$ cat src/rtl/ps2_pkg.sv
// ============================================================================
// Module   : ps2_pkg
// Brief    : Shared types and constants for the PS/2 keyboard receiver.
// Revision : 1.0
// ============================================================================
`default_nettype none

package ps2_pkg;

   typedef enum logic [1:0] {
      IDLE   = 2'd0,
      DATA   = 2'd1,
      PARITY = 2'd2,
      STOP   = 2'd3
   } rx_state_t;

   localparam logic [7:0] PS2_EXT_CODE   = 8'hE0;
   localparam logic [7:0] PS2_BREAK_CODE = 8'hF0;

   // keyb_char layout: {pad, ext, code}
   localparam int KEYB_CHAR_W = 32;
   localparam int KEYB_CODE_W = 8;
   localparam int KEYB_KEY_W  = KEYB_CODE_W + 1;
   localparam int KEYB_PAD_W  = KEYB_CHAR_W - KEYB_KEY_W;

endpackage

`default_nettype wire

$ cat src/rtl/ps2_rx_frame.sv
// ============================================================================
// Module   : ps2_rx_frame
// Brief    : PS/2 pin conditioning and 11-bit frame deframer with timeout.
//            Parity enforcement is enabled by defining PS2_PARITY_CHECK_EN.
// Revision : 1.0
// ============================================================================
`default_nettype none

module ps2_rx_frame
   import ps2_pkg::*;
#(
   parameter int FILTER_LEN     = 8,
   parameter int TIMEOUT_CYCLES = 100000
) (
   input  logic                   clk,
   input  logic                   reset,
   input  logic                   ps2_clk,
   input  logic                   ps2_data,
   output logic [KEYB_CODE_W-1:0] rx_byte,
   output logic                   rx_valid,
   output logic                   rx_err
);

   localparam int FCNT_W = $clog2(FILTER_LEN + 1);
   localparam int TMO_W  = $clog2(TIMEOUT_CYCLES + 1);
   localparam logic [FCNT_W-1:0] FCNT_LAST = FCNT_W'(FILTER_LEN - 1);
   localparam logic [TMO_W-1:0]  TMO_LAST  = TMO_W'(TIMEOUT_CYCLES - 1);

   logic [1:0]             clk_sync_q, clk_sync_d, data_sync_q, data_sync_d;
   logic                   clk_filt_q, clk_filt_d, data_filt_q, data_filt_d;
   logic                   clk_prev_q, clk_prev_d;
   logic [FCNT_W-1:0]      clk_cnt_q, clk_cnt_d, data_cnt_q, data_cnt_d;
   rx_state_t              state_q, state_d;
   logic [2:0]             bitcnt_q, bitcnt_d;
   logic [KEYB_CODE_W-1:0] shift_q, shift_d, rx_byte_q, rx_byte_d;
   logic                   par_q, par_d;
   logic [TMO_W-1:0]       tmo_q, tmo_d;
   logic                   rx_valid_q, rx_valid_d, rx_err_q, rx_err_d;
   logic                   fall, parity_ok;

`ifdef PS2_PARITY_CHECK_EN
   assign parity_ok = ^{shift_q, par_q};
`else
   assign parity_ok = 1'b1;
`endif

   assign fall = clk_prev_q & ~clk_filt_q;

   // Filtered level flips only after FILTER_LEN consecutive differing samples
   always_comb begin
      clk_sync_d  = {clk_sync_q[0], ps2_clk};
      data_sync_d = {data_sync_q[0], ps2_data};
      clk_prev_d  = clk_filt_q;
      clk_filt_d  = clk_filt_q;
      data_filt_d = data_filt_q;
      clk_cnt_d   = '0;
      data_cnt_d  = '0;
      if (clk_sync_q[1] != clk_filt_q) begin
         if (clk_cnt_q == FCNT_LAST) clk_filt_d = clk_sync_q[1];
         else                        clk_cnt_d  = clk_cnt_q + 1'b1;
      end
      if (data_sync_q[1] != data_filt_q) begin
         if (data_cnt_q == FCNT_LAST) data_filt_d = data_sync_q[1];
         else                         data_cnt_d  = data_cnt_q + 1'b1;
      end
   end

   always_comb begin
      state_d    = state_q;
      bitcnt_d   = bitcnt_q;
      shift_d    = shift_q;
      par_d      = par_q;
      rx_byte_d  = rx_byte_q;
      rx_valid_d = 1'b0;
      rx_err_d   = 1'b0;
      tmo_d      = (state_q == IDLE || fall) ? '0 : tmo_q + 1'b1;
      if (state_q != IDLE && !fall && tmo_q == TMO_LAST) begin
         state_d  = IDLE;
         rx_err_d = 1'b1;
         tmo_d    = '0;
      end else if (fall) begin
         case (state_q)
            IDLE: begin
               if (!data_filt_q) begin
                  state_d  = DATA;
                  bitcnt_d = 3'd0;
               end
            end
            DATA: begin
               shift_d[bitcnt_q] = data_filt_q;
               if (bitcnt_q == 3'd7) state_d  = PARITY;
               else                  bitcnt_d = bitcnt_q + 3'd1;
            end
            PARITY: begin
               par_d   = data_filt_q;
               state_d = STOP;
            end
            default: begin
               state_d = IDLE;
               if (data_filt_q && parity_ok) begin
                  rx_byte_d  = shift_q;
                  rx_valid_d = 1'b1;
               end else begin
                  rx_err_d = 1'b1;
               end
            end
         endcase
      end
   end

   always_ff @(posedge clk or posedge reset) begin
      if (reset) begin
         clk_sync_q  <= 2'b11;
         data_sync_q <= 2'b11;
         clk_filt_q  <= 1'b1;
         data_filt_q <= 1'b1;
         clk_prev_q  <= 1'b1;
         clk_cnt_q   <= '0;
         data_cnt_q  <= '0;
         state_q     <= IDLE;
         bitcnt_q    <= '0;
         shift_q     <= '0;
         par_q       <= 1'b0;
         tmo_q       <= '0;
         rx_byte_q   <= '0;
         rx_valid_q  <= 1'b0;
         rx_err_q    <= 1'b0;
      end else begin
         clk_sync_q  <= clk_sync_d;
         data_sync_q <= data_sync_d;
         clk_filt_q  <= clk_filt_d;
         data_filt_q <= data_filt_d;
         clk_prev_q  <= clk_prev_d;
         clk_cnt_q   <= clk_cnt_d;
         data_cnt_q  <= data_cnt_d;
         state_q     <= state_d;
         bitcnt_q    <= bitcnt_d;
         shift_q     <= shift_d;
         par_q       <= par_d;
         tmo_q       <= tmo_d;
         rx_byte_q   <= rx_byte_d;
         rx_valid_q  <= rx_valid_d;
         rx_err_q    <= rx_err_d;
      end
   end

   assign rx_byte  = rx_byte_q;
   assign rx_valid = rx_valid_q;
   assign rx_err   = rx_err_q;

endmodule

`default_nettype wire

$ cat src/rtl/ps2_keyboard.sv
// ============================================================================
// Module   : ps2_keyboard
// Brief    : PS/2 keyboard receiver with E0/F0 scancode tracking; keyb_char
//            holds the currently pressed key. Optional macro: PS2_PARITY_CHECK_EN.
// Revision : 1.0
// ============================================================================
`default_nettype none

module ps2_keyboard
   import ps2_pkg::*;
#(
   parameter int FILTER_LEN     = 8,
   parameter int TIMEOUT_CYCLES = 100000
) (
   input  logic                   clk,
   input  logic                   reset,
   input  logic                   ps2_clk,
   input  logic                   ps2_data,
   output logic [KEYB_CHAR_W-1:0] keyb_char,
   output logic [KEYB_CODE_W-1:0] rx_byte,
   output logic                   rx_valid,
   output logic                   rx_err
);

   logic                  ext_pend_q, ext_pend_d, brk_pend_q, brk_pend_d;
   logic [KEYB_KEY_W-1:0] key_q, key_d;

   ps2_rx_frame #(
      .FILTER_LEN     (FILTER_LEN),
      .TIMEOUT_CYCLES (TIMEOUT_CYCLES)
   ) u_frame (
      .clk      (clk),
      .reset    (reset),
      .ps2_clk  (ps2_clk),
      .ps2_data (ps2_data),
      .rx_byte  (rx_byte),
      .rx_valid (rx_valid),
      .rx_err   (rx_err)
   );

   // Break only clears the held key if it names that exact key
   always_comb begin
      ext_pend_d = ext_pend_q;
      brk_pend_d = brk_pend_q;
      key_d      = key_q;
      if (rx_valid) begin
         if (rx_byte == PS2_EXT_CODE) begin
            ext_pend_d = 1'b1;
         end else if (rx_byte == PS2_BREAK_CODE) begin
            brk_pend_d = 1'b1;
         end else if (brk_pend_q) begin
            if ({ext_pend_q, rx_byte} == key_q) key_d = '0;
            ext_pend_d = 1'b0;
            brk_pend_d = 1'b0;
         end else begin
            key_d      = {ext_pend_q, rx_byte};
            ext_pend_d = 1'b0;
         end
      end
   end

   always_ff @(posedge clk or posedge reset) begin
      if (reset) begin
         ext_pend_q <= 1'b0;
         brk_pend_q <= 1'b0;
         key_q      <= '0;
      end else begin
         ext_pend_q <= ext_pend_d;
         brk_pend_q <= brk_pend_d;
         key_q      <= key_d;
      end
   end

   assign keyb_char = {{KEYB_PAD_W{1'b0}}, key_q};

endmodule

`default_nettype wire

$ cat config.mk
export PLATFORM = sky130hd
export DESIGN_NAME = ps2_keyboard
export DESIGN_NICKNAME = d
export VERILOG_FILES = /design/src/rtl/ps2_pkg.sv /design/src/rtl/ps2_rx_frame.sv /design/src/rtl/ps2_keyboard.sv
export SDC_FILE = /design/constraint.sdc
export NUM_CORES = 1
export LEC_CHECK = 0
export ABC_AREA = 1
export CAP_MARGIN = 25
export CELL_PAD_IN_SITES_DETAIL_PLACEMENT = 0
export CELL_PAD_IN_SITES_GLOBAL_PLACEMENT = 1
export CORE_MARGIN = 2
export CORE_UTILIZATION = 37
export DETAILED_ROUTE_END_ITERATION = 8
export PLACE_DENSITY_LB_ADDON = 0.05
export SLEW_MARGIN = 20
export SYNTH_ARGS = -nofsm -noshare
export SYNTH_HDL_FRONTEND = slang
export SYNTH_SLANG_ARGS = --single-unit
$ cat constraint.sdc
create_clock -name clk -period 1.8 [get_ports clk]
set_input_delay 0.27 -clock clk [delete_from_list [all_inputs] [get_ports clk]]
set_output_delay 0.27 -clock clk [all_outputs]
set_load 0.05 [all_outputs]
* Yosys cells after proc, flatten, opt, wreduce, memory -nomap -nowiden
Index checks and enable logic that the tools add are counted.
** Operators by class
- Reduce and logical (&&, ||, !) cells :: 19
- Eq/ne operators :: 17
- Bitwise logic cells :: 6
- Add/sub/neg operators :: 4
- Magnitude comparators :: 2
- Mux-type cells :: 30
** Operators with widths (count)
- 2-to-1 mux 17 bit :: 2
- 2-to-1 mux 9 bit :: 2
- adder 17 x 1 -> 17 bit, second input constant :: 1
- == test 17 bit, second input constant :: 1
- == test 8 bit, second input constant :: 2
- 2-to-1 mux 4 bit :: 4
- 2-to-1 mux 1 bit :: 12
- == test 9 bit :: 1
- adder 4 x 1 -> 4 bit, second input constant :: 2
- bitwise mux 8 bit :: 1
- == test 4 x 3 -> 1 bit, second input constant :: 2
- 2-to-1 mux 2 bit :: 4
- AND reduction 2 bit :: 4
- AND reduction 4 bit :: 2
- 2-to-1 mux 3 bit :: 2
- inequality test 2 bit, second input constant :: 3
- case mux 2 bit (3 select lines) :: 1
- case mux 3 bit (2 select lines) :: 1
- AND reduction 3 bit :: 2
- nonzero test 2 bit :: 3
- NOT 1 bit :: 5
- AND reduction 5 bit :: 1
- < comparator 3 x 4 -> 1 bit, second input constant :: 1
- adder 3 x 1 -> 3 bit, second input constant :: 1
- other kinds (15) :: 18
** Word-level totals
- Input bits :: 4
- Register bits :: 66
- Output and inout port bits :: 42
- Word-level logic and storage cells :: 95

* Depth between registers and ports, before layout
Gate-level depths: netlist of the first run.
- Word-level depth :: 7
- Depth in mapped cells :: 10

* Cells and area by module
A second synthesis of the first run with hierarchy kept.
** Second synthesis, totals
- Cell total of the unflattened synthesis :: 422
- Area, all modules :: 3489.6 um^2
** Modules (own cells, without submodules)
- ps2_rx_frame :: seq. area each 1385.1 um^2, area an instance 2608.8 um^2, instances 1, cells each 301
- ps2_keyboard :: seq. area each 275.3 um^2, area an instance 880.8 um^2, instances 1, cells each 121

* Least setup slack after synthesis of the first run
Ideal clock, no wire load.
- Path kind :: flip-flop to flip-flop
- Start :: reg u_frame.rx_byte_q[4] (netlist: u_frame.rx_byte[4])
- End :: reg key_q[1]
- Arrival time :: 1.450 ns
- Stages on the path, launching flop included :: 10
- Path slack :: 0.230 ns
- Path buffers :: 0
- Period minus slack after synthesis :: 1.570 ns
- Required time :: 1.680 ns
- Path through :: dfrtp_1 > inv_1 > nand2_1 > nor2_1 > nand2_1 > nand2_2 > nor2_8 > nand3_4 > nand3_1 > nand2_1
** On the way
- Cells in the longest elaborated chain, start to end :: 3
** RTL lines
- from (decl) :: RTL line ps2_rx_frame.sv:35 : logic [KEYB_CODE_W-1:0] shift_q, shift_d, rx_byte_q, rx_byte_d;
- from (signal assigned) :: RTL line ps2_rx_frame.sv:141 : rx_byte_q <= rx_byte_d;
- == test 9 bit (tied with other cells) :: RTL line ps2_keyboard.sv:52 : if ({ext_pend_q, rx_byte} == key_q) key_d = '0;
- inequality test 2 x 1 -> 1 bit (no source line) or NOT 1 bit (tied branches)
- AND reduction 4 bit (no source line) *
- to (signal assigned) :: RTL line ps2_keyboard.sv:70 : key_q <= key_d;
- to (decl) :: RTL line ps2_keyboard.sv:26 : logic [KEYB_KEY_W-1:0] key_q, key_d;
Every way passes the cells marked *; elsewhere a longest branch is shown, timed or not.
A chain may end at the register's enable or synchronous reset.

* Final worst setup path of the first run
- Start :: reg u_frame.rx_err_q (netlist: u_frame.rx_err)
- End :: out rx_err
** RTL lines
- from (decl) :: RTL line ps2_rx_frame.sv:38 : logic rx_valid_q, rx_valid_d, rx_err_q, rx_err_d;
- from (signal assigned) :: RTL line ps2_rx_frame.sv:143 : rx_err_q <= rx_err_d;
- to (decl) :: RTL line ps2_keyboard.sv:22 : output logic rx_err
No word-level cell between the ends.

==> results.sh, run 1 <==
export IMPL_area_growth_pct=12.1
export IMPL_cts_num_sinks=66
export IMPL_insertedDiodeCount=0
export IMPL_grt_max_degree=67
export IMPL_crit_required_ns=1.53
export IMPL_io_buffers=22
export IMPL_cp_end_kind="output port"
export IMPL_rsz0062_at_grt="no"
export IMPL_layout_nets=444
export IMPL_drt_initial_drc_count=92
export IMPL_grt_pass1_vias=2402
export IMPL_routed_wl_mm=6.40
export IMPL_grt_use_total_pct=14.2
export IMPL_cp_arrival_ns=1.44
export IMPL_p_per_area_mw_per_mm2=991
export IMPL_htreeDepth=3
export IMPL_start_util_pct=37.6
export IMPL_finalCriticalPeriod_ns=1.71
export IMPL_final_hold_viol_count=0
export IMPL_wl_per_cell_um=11.7
export IMPL_p_total_uw=3810
export IMPL_leakage_uw=0.00181
export IMPL_final_max_slew_violation_count=0
export IMPL_via_per_inst=4.56
export IMPL_stdcell_count=547
export IMPL_cts_max_path_buffers=2
export IMPL_die_w_um=100
export IMPL_fmax_mhz=584
export IMPL_ir_drop_mv=0.480
export IMPL_hold_buffers=0
export IMPL_ys_seq_elements=66
export IMPL_vias=2495
export IMPL_cts_root_buf="clkbuf_8"
export IMPL_cts_inserted_buffers=9
export IMPL_worst_path_largest_cell_delay_ns=0.79
export IMPL_syn_area_mm2=0.00343
export IMPL_worstSkewPairLatency_ns=0.34
export IMPL_setup_viol=0
export IMPL_dp_cells=531
export IMPL_num_io_pins=46
export IMPL_core_area_mm2=0.00911
export IMPL_path_buf_inv=1
export IMPL_hold_class="in2reg"
export IMPL_overflow=0
export IMPL_status="complete, no violations"
export IMPL_tns_ns=0
export IMPL_syn_avg_cell_area_um2=8.56
export IMPL_ys_types=35
export IMPL_postRouteAntennaNets=0
export IMPL_synth_seq_area_share_pct=48.5
export IMPL_holdWs_ns=0.338
export IMPL_crit_type="reg2out"
export IMPL_cp_top_family="buffers and inverters"
export IMPL_antenna_found_initial=0
export IMPL_grt_pass1_wl_mm=11.3
export IMPL_worstSetupStartpointType="flop"
export IMPL_crit_fanout=1
export IMPL_drive_above_1_share_pct=13.3
export IMPL_clock_skew_ns=0.0109
export IMPL_clk_pin_slew_worst_paths_ns=0.07
export IMPL_period_share_pct=95.1
export IMPL_worstPathCellList="clkdlybuf4s50_1"
export IMPL_critPathSlowestCell="clkdlybuf4s50_1"
export IMPL_first_pass_iters=4
export IMPL_syn_inst=400
export IMPL_hpwlAfterDp_mm=4.70
export IMPL_drc=0
export IMPL_gp_congestion=0.804
export IMPL_die_y_um=100
export IMPL_cts_setup_buffers=0
export IMPL_fin_util_pct=42.2
export IMPL_die_area_mm2=0.0100
export IMPL_cts_tree="done"
export IMPL_drv_cap=0
export IMPL_yosys_warnings=0
export IMPL_rows=35
[what timing repair did]
item / 4_1_cts / 5_1_grt
endpoints found under the setup margin: 1 / 0
endpoints found under the hold margin: 0 / 0
gates resized for setup: 1 / 0
[where the power goes]
| part | internal (uW) | switching, uW | leakage (uW) |
|---|---|---|---|
| combinational | 233 | 590 | 0.000835 |
| sequential | 1660 | 129 | 0.000887 |
| clock | 636 | 556 | 0.0000893 |
| total | 2530 | 1280 | 0.00181 |
[Yosys cell counts (all sizes together)]
master	instances	area, um2
ha	9	113
nand3	34	188
o21ai	18	90.1
conb	1	3.75
xnor2	7	61.3
nand3b	2	15.0
nand2	85	334
a31oi	2	12.5
and2	1	8.76
a21oi	8	51.3
or2	1	6.26
dfrtp	59	1480
clkinv	1	3.75
xor2	9	78.8
nor3b	2	20.0
buf	26	200
inv	48	180
nor3	11	60.1
nor2	48	206
dfstp	7	184
o21bai	1	7.51
nand4	20	125
[final timing paths]
check / startpoint / endpoint / slack [ns] / depth (start not counted)
setup / recovery: u_frame.rx_err / rx_err / 0.09 / 1
hold / removal: ps2_clk / u_frame.clk_sync_q[0] / 0.34 / 1
setup reg to reg: u_frame.bitcnt_q[0] / u_frame.bitcnt_q[1] / 0.27 / 6
hold reg to reg: u_frame.clk_sync_q[0] / u_frame.clk_sync_q[1] / 0.36 / 0
max in group asynchronous: reset / u_frame.clk_prev_q / 1.08 / 3
min in group asynchronous: reset / u_frame.clk_cnt_q[1] / 0.35 / 3
[final cells by class]
type                       instances  area, um2
fill                             907       5270
sequential                        66       1660
multi-input combinational        281       1460
timing repair buffer              24        204
inverter                          49        188
tap                              111        139
clock buffer                      11        131
clock inverter                     5       55.1
[metal layers]
metal,wire length (um),vias up,GRT usage [%]
met1,3250,1144,19.2
met2,2840,37,22.1
li1,-,1304,-
met4,133,0,6.64
met5,0,-,0
met3,190,10,2.58
[sequential cells by signal, summed over array words and instances, names as in the netlist]
name,count
u_frame.data_cnt_q,4
u_frame.rx_valid,1
u_frame.clk_sync_q,2
brk_pend_q,1
ext_pend_q,1
u_frame.state_q,2
u_frame.clk_prev_q,1
u_frame.shift_q,8
u_frame.rx_byte,8
u_frame.rx_err,1
u_frame.tmo_q,17
u_frame.bitcnt_q,3
u_frame.clk_filt_q,1
u_frame.data_filt_q,1
u_frame.data_sync_q,2
key_q,9
u_frame.clk_cnt_q,4
[layout by cell type, fill, tap and decap left out, types with 3 or more instances in the layout]
| cell type | netlist | final |
|---|---|---|
| buf_4 | 24 | 18 |
| nand3_1 | 32 | 32 |
| nand2_2 | 3 | 3 |
| nand2_1 | 81 | 81 |
| clkbuf_8 | 0 | 9 |
| o21ai_0 | 17 | 17 |
| nor2_2 | 4 | 4 |
| ha_1 | 9 | 9 |
| a21oi_1 | 7 | 7 |
| conb_1 | 1 | 23 |
| xor2_1 | 9 | 9 |
| nand4_1 | 20 | 20 |
| clkdlybuf4s50_1 | 0 | 4 |
| dfrtp_1 | 59 | 59 |
| nor2_1 | 43 | 43 |
| inv_1 | 46 | 45 |
| nor3_1 | 10 | 10 |
| dfstp_2 | 7 | 7 |
| clkinvlp_4 | 0 | 3 |
| xnor2_1 | 7 | 7 |
[per-stage QoR]
stage,worst slack [ns],instance area [um2]
after floorplan,0.230,3510
after global placement,0.259,3660
after detailed placement,0.238,3660
after CTS,0.0590,3840
after global routing,0.0409,3840
final,0.0874,3840
[kinds of logic after synthesis]
kind of cell / after synthesis / share of synthesized area (%)
AO/OA/AOI/OAI: 29 / 4.71
XOR/XNOR: 16 / 4.09
adder cells (fa/ha/maj): 9 / 3.29
buffers and inverters: 75 / 11.2
flip-flops: 66 / 48.5
other: 1 / 0.109
AND/OR/NAND/NOR: 204 / 28.1
Note: power is estimated with default switching activity, not from simulation.
==> run 2: changes to the inputs <==
--- a/config.mk
+++ b/config.mk
@@ -13,7 +13,6 @@
 export CORE_UTILIZATION = 37
 export DETAILED_ROUTE_END_ITERATION = 8
 export PLACE_DENSITY_LB_ADDON = 0.05
-export SLEW_MARGIN = 20
 export SYNTH_ARGS = -nofsm -noshare
 export SYNTH_HDL_FRONTEND = slang
 export SYNTH_SLANG_ARGS = --single-unit
==> results of run 2 <==
No change in the layout: final DEF, timing and power equal those of run 1.
